**config.mk**
```make
export PLATFORM = sky130hd
export DESIGN_NAME = dbg_dump_sequencer_flat
export DESIGN_NICKNAME = d
export VERILOG_FILES = /design/src/rtl/dbg_pkg.sv /design/src/rtl/dbg_dump_sequencer_if.sv /design/src/rtl/dbg_word_serializer.sv /design/src/rtl/dbg_dump_sequencer.sv /design/src/flat_wrapper.sv
export SDC_FILE = /design/constraint.sdc
export NUM_CORES = 1
export LEC_CHECK = 0
export BUFFER_PORTS_ARGS = -buffer_cell sky130_fd_sc_hd__buf_2
export CAP_MARGIN = 10
export CORE_ASPECT_RATIO = 0.5
export CORE_MARGIN = 5
export CORE_UTILIZATION = 52
export DETAILED_ROUTE_END_ITERATION = 10
export PLACE_DENSITY = 0.81
export SYNTH_ARGS = -nofsm -noshare
export SYNTH_HDL_FRONTEND = slang
export SYNTH_SLANG_ARGS = --single-unit
export TNS_END_PERCENT = 30
```
**constraint.sdc**
```tcl
create_clock -name clk -period 3.05 [get_ports clk]
set_input_delay 0.1525 -clock clk [delete_from_list [all_inputs] [get_ports clk]]
set_output_delay 0.1525 -clock clk [all_outputs]
set_load 0.01 [all_outputs]
```
**src/rtl/dbg_pkg.sv**
```systemverilog
// Shared types and sizing helpers for the debug state-dump sequencer.
package dbg_pkg;

  typedef enum logic [1:0] {
    IDLE = 2'd0,
    ADDR = 2'd1,
    WAIT = 2'd2,
    SEND = 2'd3
  } dbg_state_e;

  typedef enum logic [1:0] {
    SEC_PC  = 2'd0,
    SEC_CYC = 2'd1,
    SEC_REG = 2'd2,
    SEC_MEM = 2'd3
  } dbg_sec_e;

  function automatic int bytes_per_word(input int nbits, input int data_bits);
    return nbits / data_bits;
  endfunction

  localparam int BYTES_PER_WORD = bytes_per_word(32, 8);

  function automatic int frame_bytes(input int nbits, input int data_bits,
                                     input int num_regs, input int mem_words);
    return (2 + num_regs + mem_words) * bytes_per_word(nbits, data_bits);
  endfunction

  // Index register must reach the larger of the two dumped arrays.
  function automatic int idx_width(input int num_regs, input int mem_words);
    int w;
    w = $clog2(num_regs);
    if ($clog2(mem_words) > w) w = $clog2(mem_words);
    if (w < 1) w = 1;
    return w;
  endfunction

endpackage

```
**src/rtl/dbg_dump_sequencer_if.sv**
```systemverilog
// Byte-wide valid/ready link between the dump sequencer and the UART transmitter.
interface dbg_dump_sequencer_if #(
  parameter int DATA_BITS = 8
);
  logic [DATA_BITS-1:0] o_tx_data;
  logic                 o_tx_valid;
  logic                 i_tx_ready;

  modport master (output o_tx_data, output o_tx_valid, input i_tx_ready);
  modport slave  (input o_tx_data, input o_tx_valid, output i_tx_ready);
endinterface

```
**src/rtl/dbg_word_serializer.sv**
```systemverilog
// Holds one dump word and shifts it out MSB byte first on each accepted transfer.
module dbg_word_serializer
  import dbg_pkg::*;
#(
  parameter int NBITS     = 32,
  parameter int DATA_BITS = 8
) (
  input  logic                 clk,
  input  logic                 reset,
  input  logic                 load,
  input  logic [NBITS-1:0]     word,
  input  logic                 valid,
  input  logic                 ready,
  output logic [DATA_BITS-1:0] tx_data,
  output logic                 last_byte,
  output logic                 xfer
);
  localparam int BPW = bytes_per_word(NBITS, DATA_BITS);
  localparam int CW  = (BPW <= 2) ? 1 : $clog2(BPW);

  logic [NBITS-1:0] shift_q;
  logic [CW-1:0]    cnt_q;

  assign xfer      = valid && ready;
  assign tx_data   = shift_q[NBITS-1 -: DATA_BITS];
  assign last_byte = (cnt_q == CW'(BPW - 1));

  always_ff @(posedge clk) begin
    if (reset) begin
      shift_q <= '0;
      cnt_q   <= '0;
    end else if (load) begin
      shift_q <= word;
      cnt_q   <= '0;
    end else if (xfer) begin
      shift_q <= shift_q << DATA_BITS;
      cnt_q   <= cnt_q + CW'(1);
    end
  end
endmodule

```
**src/rtl/dbg_dump_sequencer.sv**
```systemverilog
// Walks PC, cycle count, register file and data memory, feeding each word to the
// byte serializer in front of the debug UART.
//   state | meaning
//   IDLE  | waiting for i_start
//   ADDR  | source address driven for the current word
//   WAIT  | read latency hold (skipped when READ_LATENCY = 0)
//   SEND  | bytes of the current word presented on the TX link
module dbg_dump_sequencer
  import dbg_pkg::*;
#(
  parameter int NBITS          = 32,
  parameter int DATA_BITS      = 8,
  parameter int NUM_REGS       = 32,
  parameter int DATA_MEM_WORDS = 16,
  parameter int READ_LATENCY   = 1
) (
  input  logic                        clk,
  input  logic                        reset,
  input  logic                        i_start,
  output logic                        o_busy,
  output logic                        o_done,
  input  logic [NBITS-1:0]            i_pc,
  input  logic [NBITS-1:0]            i_cycle_count,
  output logic [$clog2(NUM_REGS)-1:0] o_reg_sel,
  input  logic [NBITS-1:0]            i_reg_data,
  output logic [NBITS-1:0]            o_mem_addr,
  input  logic [NBITS-1:0]            i_mem_data,
  dbg_dump_sequencer_if.master        tx
);
  localparam int RSW = $clog2(NUM_REGS);
  localparam int IW  = idx_width(NUM_REGS, DATA_MEM_WORDS);
  localparam int WW  = 2;

  dbg_state_e           state_q, state_d;
  dbg_sec_e             sec_q, sec_d;
  logic [IW-1:0]        idx_q, idx_d;
  logic [WW-1:0]        wcnt_q, wcnt_d;
  logic [NBITS-1:0]     snap_pc_q, snap_pc_d;
  logic [NBITS-1:0]     snap_cyc_q, snap_cyc_d;
  logic [RSW-1:0]       reg_sel_d;
  logic [NBITS-1:0]     mem_addr_d;
  logic                 done_q, done_d;
  logic                 load;
  logic                 last_byte;
  logic                 xfer;
  logic                 tx_valid;
  logic [DATA_BITS-1:0] tx_data;
  logic [NBITS-1:0]     word_sel;

  assign tx_valid      = (state_q == SEND);
  assign tx.o_tx_valid = tx_valid;
  assign tx.o_tx_data  = tx_data;
  assign o_busy        = (state_q != IDLE);
  assign o_done        = done_q;

  always_comb begin
    word_sel = snap_pc_q;
    case (sec_q)
      SEC_CYC: word_sel = snap_cyc_q;
      SEC_REG: word_sel = i_reg_data;
      SEC_MEM: word_sel = i_mem_data;
      default: ;
    endcase
  end

  dbg_word_serializer #(
    .NBITS     (NBITS),
    .DATA_BITS (DATA_BITS)
  ) u_ser (
    .clk       (clk),
    .reset     (reset),
    .load      (load),
    .word      (word_sel),
    .valid     (tx_valid),
    .ready     (tx.i_tx_ready),
    .tx_data   (tx_data),
    .last_byte (last_byte),
    .xfer      (xfer)
  );

  always_ff @(posedge clk) begin
    if (reset) begin
      state_q    <= IDLE;
      sec_q      <= SEC_PC;
      idx_q      <= '0;
      wcnt_q     <= '0;
      snap_pc_q  <= '0;
      snap_cyc_q <= '0;
      o_reg_sel  <= '0;
      o_mem_addr <= '0;
      done_q     <= 1'b0;
    end else begin
      state_q    <= state_d;
      sec_q      <= sec_d;
      idx_q      <= idx_d;
      wcnt_q     <= wcnt_d;
      snap_pc_q  <= snap_pc_d;
      snap_cyc_q <= snap_cyc_d;
      o_reg_sel  <= reg_sel_d;
      o_mem_addr <= mem_addr_d;
      done_q     <= done_d;
    end
  end

  always_comb begin
    state_d    = state_q;
    sec_d      = sec_q;
    idx_d      = idx_q;
    wcnt_d     = wcnt_q;
    snap_pc_d  = snap_pc_q;
    snap_cyc_d = snap_cyc_q;
    reg_sel_d  = o_reg_sel;
    mem_addr_d = o_mem_addr;
    done_d     = 1'b0;
    load       = 1'b0;

    case (state_q)
      IDLE: begin
        if (i_start) begin
          snap_pc_d  = i_pc;
          snap_cyc_d = i_cycle_count;
          sec_d      = SEC_PC;
          idx_d      = '0;
          state_d    = ADDR;
        end
      end
      ADDR: begin
        if (READ_LATENCY == 0) begin
          load    = 1'b1;
          state_d = SEND;
        end else begin
          wcnt_d  = WW'(READ_LATENCY - 1);
          state_d = WAIT;
        end
      end
      WAIT: begin
        if (wcnt_q == '0) begin
          load    = 1'b1;
          state_d = SEND;
        end else begin
          wcnt_d = wcnt_q - WW'(1);
        end
      end
      SEND: begin
        if (xfer && last_byte) begin
          state_d = ADDR;
          case (sec_q)
            SEC_PC: sec_d = SEC_CYC;
            SEC_CYC: begin
              sec_d = SEC_REG;
              idx_d = '0;
            end
            SEC_REG: begin
              if (idx_q == IW'(NUM_REGS - 1)) begin
                sec_d = SEC_MEM;
                idx_d = '0;
              end else begin
                idx_d = idx_q + IW'(1);
              end
            end
            default: begin
              if (idx_q == IW'(DATA_MEM_WORDS - 1)) begin
                state_d = IDLE;
                done_d  = 1'b1;
              end else begin
                idx_d = idx_q + IW'(1);
              end
            end
          endcase
        end
      end
      default: state_d = IDLE;
    endcase

    // Addresses only move when a new word begins, so they stay put through SEND.
    if (state_d == ADDR && sec_d == SEC_REG) reg_sel_d  = idx_d[RSW-1:0];
    if (state_d == ADDR && sec_d == SEC_MEM) mem_addr_d = NBITS'({idx_d, 2'b00});
  end
endmodule

```
**src/flat_wrapper.sv**
```systemverilog
// flat-port wrapper written by rule: the top's interface ports become plain ports
module dbg_dump_sequencer_flat import dbg_pkg::*;
#(
  parameter int NBITS          = 32,
  parameter int DATA_BITS      = 8,
  parameter int NUM_REGS       = 32,
  parameter int DATA_MEM_WORDS = 16,
  parameter int READ_LATENCY   = 1
)
  (clk, reset, i_start, o_busy, o_done, i_pc, i_cycle_count, o_reg_sel, i_reg_data, o_mem_addr, i_mem_data, tx_o_tx_data, tx_o_tx_valid, tx_i_tx_ready);
  dbg_dump_sequencer_if #(.DATA_BITS(DATA_BITS)) tx_i ();
  input  logic clk;
  input  logic reset;
  input  logic i_start;
  output logic o_busy;
  output logic o_done;
  input  logic [NBITS-1:0] i_pc;
  input  logic [NBITS-1:0] i_cycle_count;
  output logic [$clog2(NUM_REGS)-1:0] o_reg_sel;
  input  logic [NBITS-1:0] i_reg_data;
  output logic [NBITS-1:0] o_mem_addr;
  input  logic [NBITS-1:0] i_mem_data;
  output wire logic [$bits(tx_i.o_tx_data)-1:0] tx_o_tx_data;
  output wire logic [$bits(tx_i.o_tx_valid)-1:0] tx_o_tx_valid;
  input wire logic [$bits(tx_i.i_tx_ready)-1:0] tx_i_tx_ready;
  assign tx_o_tx_data = tx_i.o_tx_data;
  assign tx_o_tx_valid = tx_i.o_tx_valid;
  assign tx_i.i_tx_ready = tx_i_tx_ready;
  dbg_dump_sequencer #(.NBITS(NBITS), .DATA_BITS(DATA_BITS), .NUM_REGS(NUM_REGS), .DATA_MEM_WORDS(DATA_MEM_WORDS), .READ_LATENCY(READ_LATENCY)) u_core (.clk(clk), .reset(reset), .i_start(i_start), .o_busy(o_busy), .o_done(o_done), .i_pc(i_pc), .i_cycle_count(i_cycle_count), .o_reg_sel(o_reg_sel), .i_reg_data(i_reg_data), .o_mem_addr(o_mem_addr), .i_mem_data(i_mem_data), .tx(tx_i));
endmodule
```
# ---- Word level (Yosys, flattened, before mapping)
# Cells that the tools add are included.
dict set report totals {
  register_bits 120
  output_inout_bits 48
  elab_cells 69
}
dict set report classes {
  addsub 3
  n_eq_ne 13
  n_mux 25
  bitwise_logic 2
  reduce_logical 15
}
# cell count
set op_table {}
lappend op_table {{one-hot mux 32 bit (3 select lines)} 1}
lappend op_table {{two-way mux 32 bit} 2}
lappend op_table {{two-way mux 5 bit} 4}
lappend op_table {{two-way mux 2 bit} 8}
lappend op_table {{one-hot mux 5 bit (3 select lines)} 1}
lappend op_table {{equality test 2 bit (second input constant)} 7}
lappend op_table {{one-hot mux 5 bit (2 select lines)} 1}
lappend op_table {{one-hot mux 2 bit (2 select lines)} 2}
lappend op_table {{one-hot mux 2 bit (4 select lines)} 1}
lappend op_table {{equality test 2 x 1 -> 1 bit (second input constant)} 3}
lappend op_table {{zero test 2 bit} 3}
lappend op_table {{one-hot mux 2 bit (3 select lines)} 1}
lappend op_table {{nonzero test 2 bit} 3}
lappend op_table {{OR reduction 6 bit} 1}
lappend op_table {{adder 5 x 1 -> 5 bit (second input constant)} 1}
lappend op_table {{equality test 5 x 4 -> 1 bit (second input constant)} 1}
lappend op_table {{equality test 5 bit (second input constant)} 1}
lappend op_table {{logical AND 1 bit} 4}
lappend op_table {{two-way mux 1 bit} 4}
lappend op_table {{AND reduction 2 bit} 2}
lappend op_table {{OR reduction 3 bit} 1}
lappend op_table {{adder 2 x 1 -> 2 bit (second input constant)} 1}
lappend op_table {{!= test 2 bit (second input constant)} 1}
lappend op_table {{NOT 1 bit} 2}
lappend op_table {{other kinds (2)} 2}

# ---- Depth between registers and ports, before layout
# Gate-level depths: netlist (run 1).
dict set report depth {
  ltp_word 7
  ltp_mapped 9
}

# ---- Hierarchy
# From an unflattened synthesis (run 1), not the netlist that was laid out.
dict set report unflattened {
  cells_unflattened 665
  area_unflattened_um2 6108.4
}
# mod n_inst cells_each area_per_inst_um2 seq_area_each_um2
set modules_own_cells {}
lappend modules_own_cells {dbg_dump_sequencer 1 478 4384.2 1721.7}
lappend modules_own_cells {dbg_word_serializer 1 187 1724.2 680.7}

# ---- Worst setup path before layout (run 1)
# Ideal clock, no wire load.
dict set report synth_timing {
  kind {register to register}
  from {register u_core.idx_q[0]}
  to {register u_core.o_mem_addr[2]}
  setup_ps 128
  t_arrival_ps 2154
  slack_ps 768
  path_stages_with_launch 10
  cell_sequence {dfxtp_1 > ha_1 > and3_1 > ha_1 > and4_2 > o31ai_1 > o22ai_1 > nor3_4 > mux2i_1 > nor2_1}
}
dict set report synth_between {
  elab_chain_cells 7
  word_cells_on_any_way 20
}
# item line_no
set synth_lines {}
lappend synth_lines {{start: declaration} dbg_dump_sequencer.sv:36} ;# logic [IW-1:0] idx_q, idx_d;
lappend synth_lines {{start signal: assignment} dbg_dump_sequencer.sv:95} ;# idx_q <= idx_d;
lappend synth_lines {{branches (longest 7 deep; another with adder 5 x 1 -> 5 bit)} -}
lappend synth_lines {{end signal: assignment} dbg_dump_sequencer.sv:100} ;# o_mem_addr <= mem_addr_d;
lappend synth_lines {{end: declaration} dbg_dump_sequencer.sv:26} ;# output logic [NBITS-1:0] o_mem_addr,
# Parallel ways; which one is timed is not known.
# A chain may end at the register's enable or synchronous reset.

# ---- Worst setup path in the final report (run 1)
dict set report layout_timing {
  from {register u_core.idx_q[0]}
  to {register u_core.o_reg_sel[0]}
}
dict set report layout_between {
  elab_chain_cells 7
  word_cells_on_any_way 20
}
# item line_no
set layout_lines {}
lappend layout_lines {{branches (longest 7 deep; another with adder 5 x 1 -> 5 bit)} -}
lappend layout_lines {{end signal: assignment} dbg_dump_sequencer.sv:99} ;# o_reg_sel <= reg_sel_d;
lappend layout_lines {{end: declaration} dbg_dump_sequencer.sv:24} ;# output logic [$clog2(NUM_REGS)-1:0] o_reg_sel,
# Parallel ways; which one is timed is not known.

==> summary.md, run 1 <==
| Metric | Value |
|---|---|
| Die footprint | 13600 sq um |
| First-pass GRT wire length | 27.7 mm |
| DP Wirelength | 10.8 mm |
| Worst-case reg-to-reg path depth | 9 |
| Htree depth | 4 |
| FF-to-FF Start | u_core.idx_q[0] |
| R2r setup slk | 0.42 ns |
| Grt ovf | 0 |
| Worst-case clock buffer depth | 2 |
| Leakage | 3.06 nW |
| Via density | 5.69 |
| Non-Filler Instances | 1063 |
| Final hold vios | 0 |
| RSZ-0062 raised after global routing | no |
| Area delta synth->final | 32.0% |
| Row count | 27 |
| Top layer in use | met4 |
| Max Clock Skew | 0.00707 ns |
| Final Slew Violations | 0 |
| Mapped Area | 5870 sq um |
| Top cells by area, synth | dfxtp_1 41%, nand2_1 11%, a21oi_1 6.2%, a222oi_1 5.5%, buf_4 4.6% |
| Setup_tns | 0 ns |
| Die Ht | 85.1 um |
| Synth async-reset ratio | 0% |
| Library cells used by synthesis | 53 |
| Syn avg cell area | 8.03 sq um |
| Final Cell Area | 7750 sq um |
| Switch Pwr | 1.14 mW |
| Register area | 2400 sq um |
| Pwr/cell area | 570 nW/um^2 |
| Tightest hold margin | 0.0123 ns |
| Cell count after placement | 970 |
| Total wire length | 17.4 mm |
| Cts bufs inserted | 17 |
| Critical path class | flop to flop |
| Min Tclk post-route | 2.63 ns |
| Synth warn | 0 |
| Synth area leader | dfxtp_1 |
| CP arrival | 2.89 ns |
| Post-synth EDFFs | 0 |
| Comb pwr share | 13.8% |
| Total track usage | 24.6% |
| CP top delay family | simple AND/OR/NAND/NOR gates |
| Dominant synthesized flop cell | dfxtp_1 |
| Routability cong. | 0.848 |
| Initial antenna violation count | 0 |
| Capture point of the worst reg-to-reg path | u_core.o_reg_sel[0] |
| Critical Path Fanout Max | 7 |
| Antenna-violating nets left | 0 |
| Status | finished, final reports clean |
| TritonRoute pass-1 iters | 9 |
| DR vias | 6046 |
| Starting Density | 53.3% |
| Final nets | 1053 |
| Max-cap violations | 0 |
| FMAX | 380 MHz |
| Critical path capture point type | flop |
| Vias in the first global route | 5699 |
| Routed met1 length | 7.43 mm |
| Chip width | 160 um |
| Worst path most repeated cell | ha_1 |
| Post-synth top area share | 40.9% |
| Register share of total power | 39.6% |
| Clock latency on the worst-skew pair | 0.41 ns |
| WL/cell | 16.3 um |
| Clk Tree Root Cell | clkbuf_16 |
| Sequential share of the synthesized area | 40.9% |
| Port bufs | 152 |
| Worst min-delay path class | input port to flop |
| Synth Register Bits | 120 |
| Share of layout cells above drive strength 1 | 23.0% |
| CP max-delay cell | nor3_4 |
| CP Data Required Time | 3.31 ns |
| Critical-path cell list | ha_1, and3_1, ha_1, and4_2, o31ai_1, o22ai_1, nor3_4, mux2i_1, nor2_1 |
| Clock sinks | 120 |
| Least-Margin Pin Slew | 0.986 ns |
| Net Sw Frac | 25.8% |
| Worst setup startpoint | u_core.idx_q[0] |
| Clock transition at path regs | 0.06 ns |
| Met2 routed WL | 8.45 mm |
| Crit path capture | u_core.o_reg_sel[0] |
| Post-Syn Instances | 731 |
| Drt drc | 0 |
| # fillers | 809 |
| Internal | 3.28 mW |
| Final setup viols | 0 |
| Core ar. | 11000 sq um |
| Worst path bufs/invs | 0 |
| CTS tree | built |
| Met3 wire len | 1.21 mm |
| Largest net degree at the start of global routing | 75 |
| Footprint of the multi-input gates | 3020 sq um |
| Max stage delay on crit path | 0.41 ns |
| ANT cells | 0 |
| DR iter-0 viols | 634 |
| Clock share of power | 46.6% |
| VDD IR-drop max | 0.000423 V |
| Period utilisation layout | 86.3% |
| Area after DPL | 6500 sq um |
| Startpoint Class | flop |
| Critical Path Stages | 9 |
| Num ports | 180 |
| Slew HR | 34.1% |
placed cells by master (no fill, tap or decap), types with 3 or more instances in the layout:
| cell type | synthesis | routed |
|---|---|---|
| and2_1 | 5 | 4 |
| buf_2 | 2 | 151 |
| a311oi_1 | 26 | 26 |
| nor3b_1 | 3 | 3 |
| buf_4 | 36 | 10 |
| clkbuf_8 | 0 | 3 |
| mux2i_1 | 8 | 8 |
| inv_1 | 13 | 13 |
| a222oi_1 | 32 | 32 |
| a22oi_1 | 8 | 8 |
| bufinv_16 | 0 | 3 |
| nand2_2 | 1 | 3 |
| nand3_1 | 27 | 27 |
| nor2_1 | 53 | 53 |
| nand2b_1 | 3 | 3 |
| clkbuf_16 | 0 | 17 |
| o21ai_0 | 16 | 16 |
| a21oi_1 | 73 | 73 |
| nand2_1 | 167 | 165 |
| a211oi_1 | 28 | 28 |
| conb_1 | 1 | 27 |
| nor3_1 | 4 | 4 |
| ha_1 | 16 | 15 |
| dlygate4sd3_1 | 0 | 60 |
| dfxtp_1 | 120 | 120 |
| clkinv_2 | 0 | 5 |
through the flow:
stage / util [%] / power (mW) / setup WS, ns
after floorplan: - / 2.15 / 0.768
after global placement: 59.1 / 2.30 / 0.576
after detailed placement: 59.1 / 2.31 / 0.437
after CTS: 70.0 / 4.42 / 0.432
after global routing: 70.3 / 4.57 / 0.194
final: 70.3 / 4.42 / 0.418
routing by layer:
| metal | up-vias | track usage [%] |
|---|---|---|
| met5 | - | 0 |
| met3 | 28 | 4.56 |
| met4 | 0 | 8.27 |
| li1 | 2908 | - |
| met1 | 2820 | 31.2 |
| met2 | 290 | 42.6 |
layout make-up:
cell class	count	share of cell area, %
clock buffer	20	6.02
clock inverter	12	1.91
inverter	13	0.630
multi-input combinational	530	39.0
sequential	120	31.0
tap	145	2.34
timing repair buffer	223	19.1
registers in the layout, summed over array words and instances, names as in the netlist:
register and flops:
u_core.snap_cyc_q 32, u_core.snap_pc_q 32, u_core.u_ser.shift_q 32, u_core.idx_q 5, u_core.o_mem_addr 5, u_core.o_reg_sel 5
u_core.sec_q 2, u_core.state_q 2, u_core.u_ser.cnt_q 2, u_core.wcnt_q 2, u_core.o_done 1
power by group through the flow:
stage | combinational, mW | clock, mW | sequential (mW)
after floorplan | 0.387 | 0 | 1.76
after global placement | 0.527 | 0 | 1.77
after detailed placement | 0.534 | 0 | 1.78
after CTS | 0.595 | 2.08 | 1.75
after global routing | 0.667 | 2.15 | 1.76
final | 0.609 | 2.06 | 1.75
logic make-up after synthesis:
kind of cell	Yosys count	synth area share, %
AO/OA/AOI/OAI	202	24.3
XOR/XNOR	1	0.149
adder cells (fa/ha/maj)	16	3.41
buffers and inverters	107	9.40
flip-flops	120	40.9
multiplexers	8	1.36
other	1	0.0639
AND/OR/NAND/NOR	276	20.4
what timing repair did:
item | CTS | global route
setup buffers | 0 | 0
hold buffers | 59 | 1
hold endpoints to repair | 59 | 1
resized for setup | 0 | 0
cells in the mapped netlist, drive strengths merged, types with 2 or more instances:
cell	number
a211oi	28
clkbuf	46
inv	13
ha	16
nand3	27
nor4bb	2
nor3	6
a311oi	27
mux2i	8
o21ai	17
nor3b	3
a22oi	8
buf	47
a222oi	32
a21oi	73
nand2b	3
nand2	168
a21boi	3
nor2	53
o21a	2
o31ai	2
dfxtp	120
and2	5
a211o	2
tightest hold or removal path, delay by kind of cell:
kind	cells	cell delay (ns)
buffers and inverters	1	0.10
AND/OR/NAND/NOR	1	0.06
AO/OA/AOI/OAI	1	0.05
worst min path at each step:
stage | cells past startpoint | startpoint | endpoint
floorplan | 2 | i_cycle_count[0] | u_core.snap_cyc_q[0]
global placement | 3 | i_cycle_count[27] | u_core.snap_cyc_q[27]
detailed placement | 3 | i_cycle_count[3] | u_core.snap_cyc_q[3]
CTS | 3 | i_pc[27] | u_core.snap_pc_q[27]
global route | 3 | i_pc[15] | u_core.snap_pc_q[15]
finish | 3 | i_pc[15] | u_core.snap_pc_q[15]
Power figures use the tool's default switching activity.
==> run 2: changes to the inputs <==
--- a/config.mk
+++ b/config.mk
@@ -8,10 +8,11 @@
 export BUFFER_PORTS_ARGS = -buffer_cell sky130_fd_sc_hd__buf_2
 export CAP_MARGIN = 10
 export CORE_ASPECT_RATIO = 0.5
-export CORE_MARGIN = 5
+export CORE_MARGIN = 2
 export CORE_UTILIZATION = 52
 export DETAILED_ROUTE_END_ITERATION = 10
 export PLACE_DENSITY = 0.81
+export SKIP_CTS_REPAIR_TIMING = 1
 export SYNTH_ARGS = -nofsm -noshare
 export SYNTH_HDL_FRONTEND = slang
 export SYNTH_SLANG_ARGS = --single-unit
==> constraint.sdc (replaced) <==
create_clock -name clk -period 3.05 [get_ports clk]
set_input_delay 0.1525 -clock clk [delete_from_list [all_inputs] [get_ports clk]]
set_output_delay 0.1525 -clock clk [all_outputs]
set_load 0.1 [all_outputs]
==> summary.md, run 2 (same netlist as run 1, synthesis figures left out) <==
| Metric | Value |
|---|---|
| CP arrival | 2.87 ns (-0.02 ns) |
| Die Ht | 79.1 um (-7.0%) |
| R2r setup slk | 0.44 ns (+0.02 ns) |
| Largest regs | u_core.snap_cyc_q (32), u_core.snap_pc_q (32), u_core.u_ser.shift_q (32) |
| Cts bufs inserted | 17 (unchanged) |
| Initial antenna violation count | 0 (unchanged) |
| Final setup viols | 0 (unchanged) |
| Post-route total power | 4.47 mW (+1.2%) |
| Pwr/cell area | 598 nW/um^2 (+4.8%) |
| Max Clock Skew | 0.00686 ns (-0.000205 ns) |
| Via density | 5.76 (+1.2%) |
| Worst setup startpoint | u_core.idx_q[0] |
| Most common cell after layout, fill and taps aside | nand2_1 |
| Drt drc | 0 (unchanged) |
| Port bufs | 152 (unchanged) |
| Tightest hold margin | -0.0183 ns (-0.0305 ns) |
| Grt ovf | 0 (unchanged) |
| FF-to-FF Start | u_core.idx_q[0] |
| Clock transition at path regs | 0.05 ns (about the same) |
| Clock sinks | 120 (unchanged) |
| Critical path capture point type | flop |
| Period utilisation layout | 85.5% (-0.77 points) |
| Most frequent cells in the layout | 165 x nand2_1, 151 x buf_2, 120 x dfxtp_1 |
| Area delta synth->final | 27.4% |
| Total wire length | 16.8 mm (-3.2%) |
| Final nets | 1031 (-2.1%) |
| Worst-case clock buffer depth | 2 (unchanged) |
| DP Wirelength | 10.6 mm (-2.5%) |
| Clk Tree Root Cell | clkbuf_16 |
| Failing checks | hold timing |
| Least-Margin Pin Slew | 0.958 ns (-0.0282 ns) |
| ANT cells | 0 (unchanged) |
| Critical path class | flop to flop |
| Share of layout cells above drive strength 1 | 23.7% (+0.68 points) |
| VDD IR-drop max | 0.000406 V (-4.1%) |
| Htree depth | 4 (unchanged) |
| Status | complete, but fails checks |
| TritonRoute pass-1 iters | 9 (unchanged) |
| Chip width | 154 um (-3.7%) |
| Final Slew Violations | 0 (unchanged) |
| First-pass GRT wire length | 25.6 mm (-7.6%) |
| Largest net degree at the start of global routing | 85 (+13%) |
| Starting Density | 53.5% (+0.16 points) |
| Die footprint | 12200 sq um (-11%) |
| Startpoint Class | flop |
| Final hold vios | 19 (+19) |
| Vias in the first global route | 5377 (-5.7%) |
| DR vias | 5992 (-0.89%) |
| RSZ-0062 raised after global routing | no |
| Num ports | 180 (unchanged) |
| Leakage | 2.94 nW (-3.8%) |
| Clock latency on the worst-skew pair | 0.41 ns (about the same) |
| Setup_tns | 0 ns (unchanged) |
| CP Data Required Time | 3.31 ns (about the same) |
| Row count | 27 (unchanged) |
| CTS tree | built |
| DR iter-0 viols | 737 (+16%) |
| Max-cap violations | 0 (unchanged) |
| FMAX | 383 MHz (+0.90%) |
| Total track usage | 26.2% (+1.6 points) |
| Antenna-violating nets left | 0 (unchanged) |
| Register area | 2400 sq um (unchanged) |
| Worst min-delay path class | input port to flop |
| Min Tclk post-route | 2.61 ns (-0.0236 ns) |
| Capture point of the worst reg-to-reg path | u_core.o_mem_addr[6] |
| Slew HR | 36.0% (+1.9 points) |
| Footprint of the multi-input gates | 3020 sq um (unchanged) |
| WL/cell | 16.2 um (-1.1%) |
| Routability cong. | 0.890 (+5.0%) |
| Crit path capture | u_core.o_mem_addr[6] |
| Core ar. | 11000 sq um (-0.31%) |
| Worst-case reg-to-reg path depth | 9 (unchanged) |
| # fillers | 887 (+9.6%) |
| Critical Path Fanout Max | 7 (unchanged) |
## run 2: cell types whose count changed in the layout (fill, tap and decap cells not counted), sizes merged
cell	previous run	this run
clkinv	6	7
bufinv	3	1
buf	163	164
dlygate4sd3	60	37
clkinvlp	2	3
## run 2: area by class of cell
cell class	count	area share, %
clock buffer	20	6.24
clock inverter	12	1.34
inverter	13	0.653
multi-input combinational	530	40.4
sequential	120	32.1
tap	145	2.43
timing repair buffer	201	16.8
## run 2: critical path, stage by stage (launching register included)
cell,delay (ns)
dfxtp_1,0.35
ha_1,0.25
and3_1,0.23
ha_1,0.29
and4_2,0.21
o31ai_1,0.19
o22ai_1,0.22
nor3_4,0.39
mux2i_1,0.26
nor2_1,0.07
## run 2: layer usage
layer	vias up	track usage, %	wire length (um)
li1	2870	-	-
met1	2812	34.1	7160
met2	267	43.5	8200
met3	43	5.19	1060
met4	0	10.0	404
met5	-	0	0
## run 2: through the flow
| stage | instances | hold WS [ns] | util, % | area (sq um) | setup slack (ns) |
|---|---|---|---|---|---|
| finish | 1041 | -0.0183 | 68.1 | 7480 | 0.441 |
| global route | 1041 | -0.00372 | 68.1 | 7480 | 0.307 |
| CTS | 1003 | -0.0392 | 64.5 | 7080 | 0.434 |
| detailed placement | 971 | 0.396 | 59.3 | 6510 | 0.471 |
| global placement | 971 | 0.393 | 59.3 | 6510 | 0.586 |
| floorplan | 757 | 0.288 | - | 5970 | 0.348 |
## run 2: how the worst min path moves through the flow
stage                            startpoint                    end  slack [ns]  cells after the start
after floorplan            i_cycle_count[0]   u_core.snap_cyc_q[0]        0.29                      2
after detailed placement   i_cycle_count[6]   u_core.snap_cyc_q[6]        0.40                      3
after global placement    i_cycle_count[21]  u_core.snap_cyc_q[21]        0.39                      3
after CTS                  i_cycle_count[6]   u_core.snap_cyc_q[6]       -0.04                      3
after global routing      i_cycle_count[26]  u_core.snap_cyc_q[26]      -0.004                      3
final                     i_cycle_count[29]  u_core.snap_cyc_q[29]       -0.02                      3
## run 2: power breakdown
part | internal (mW) | total [mW] | switching [mW]
combinational | 0.234 | 0.804 | 0.570
clock | 1.18 | 1.92 | 0.737
sequential | 1.68 | 1.75 | 0.0677
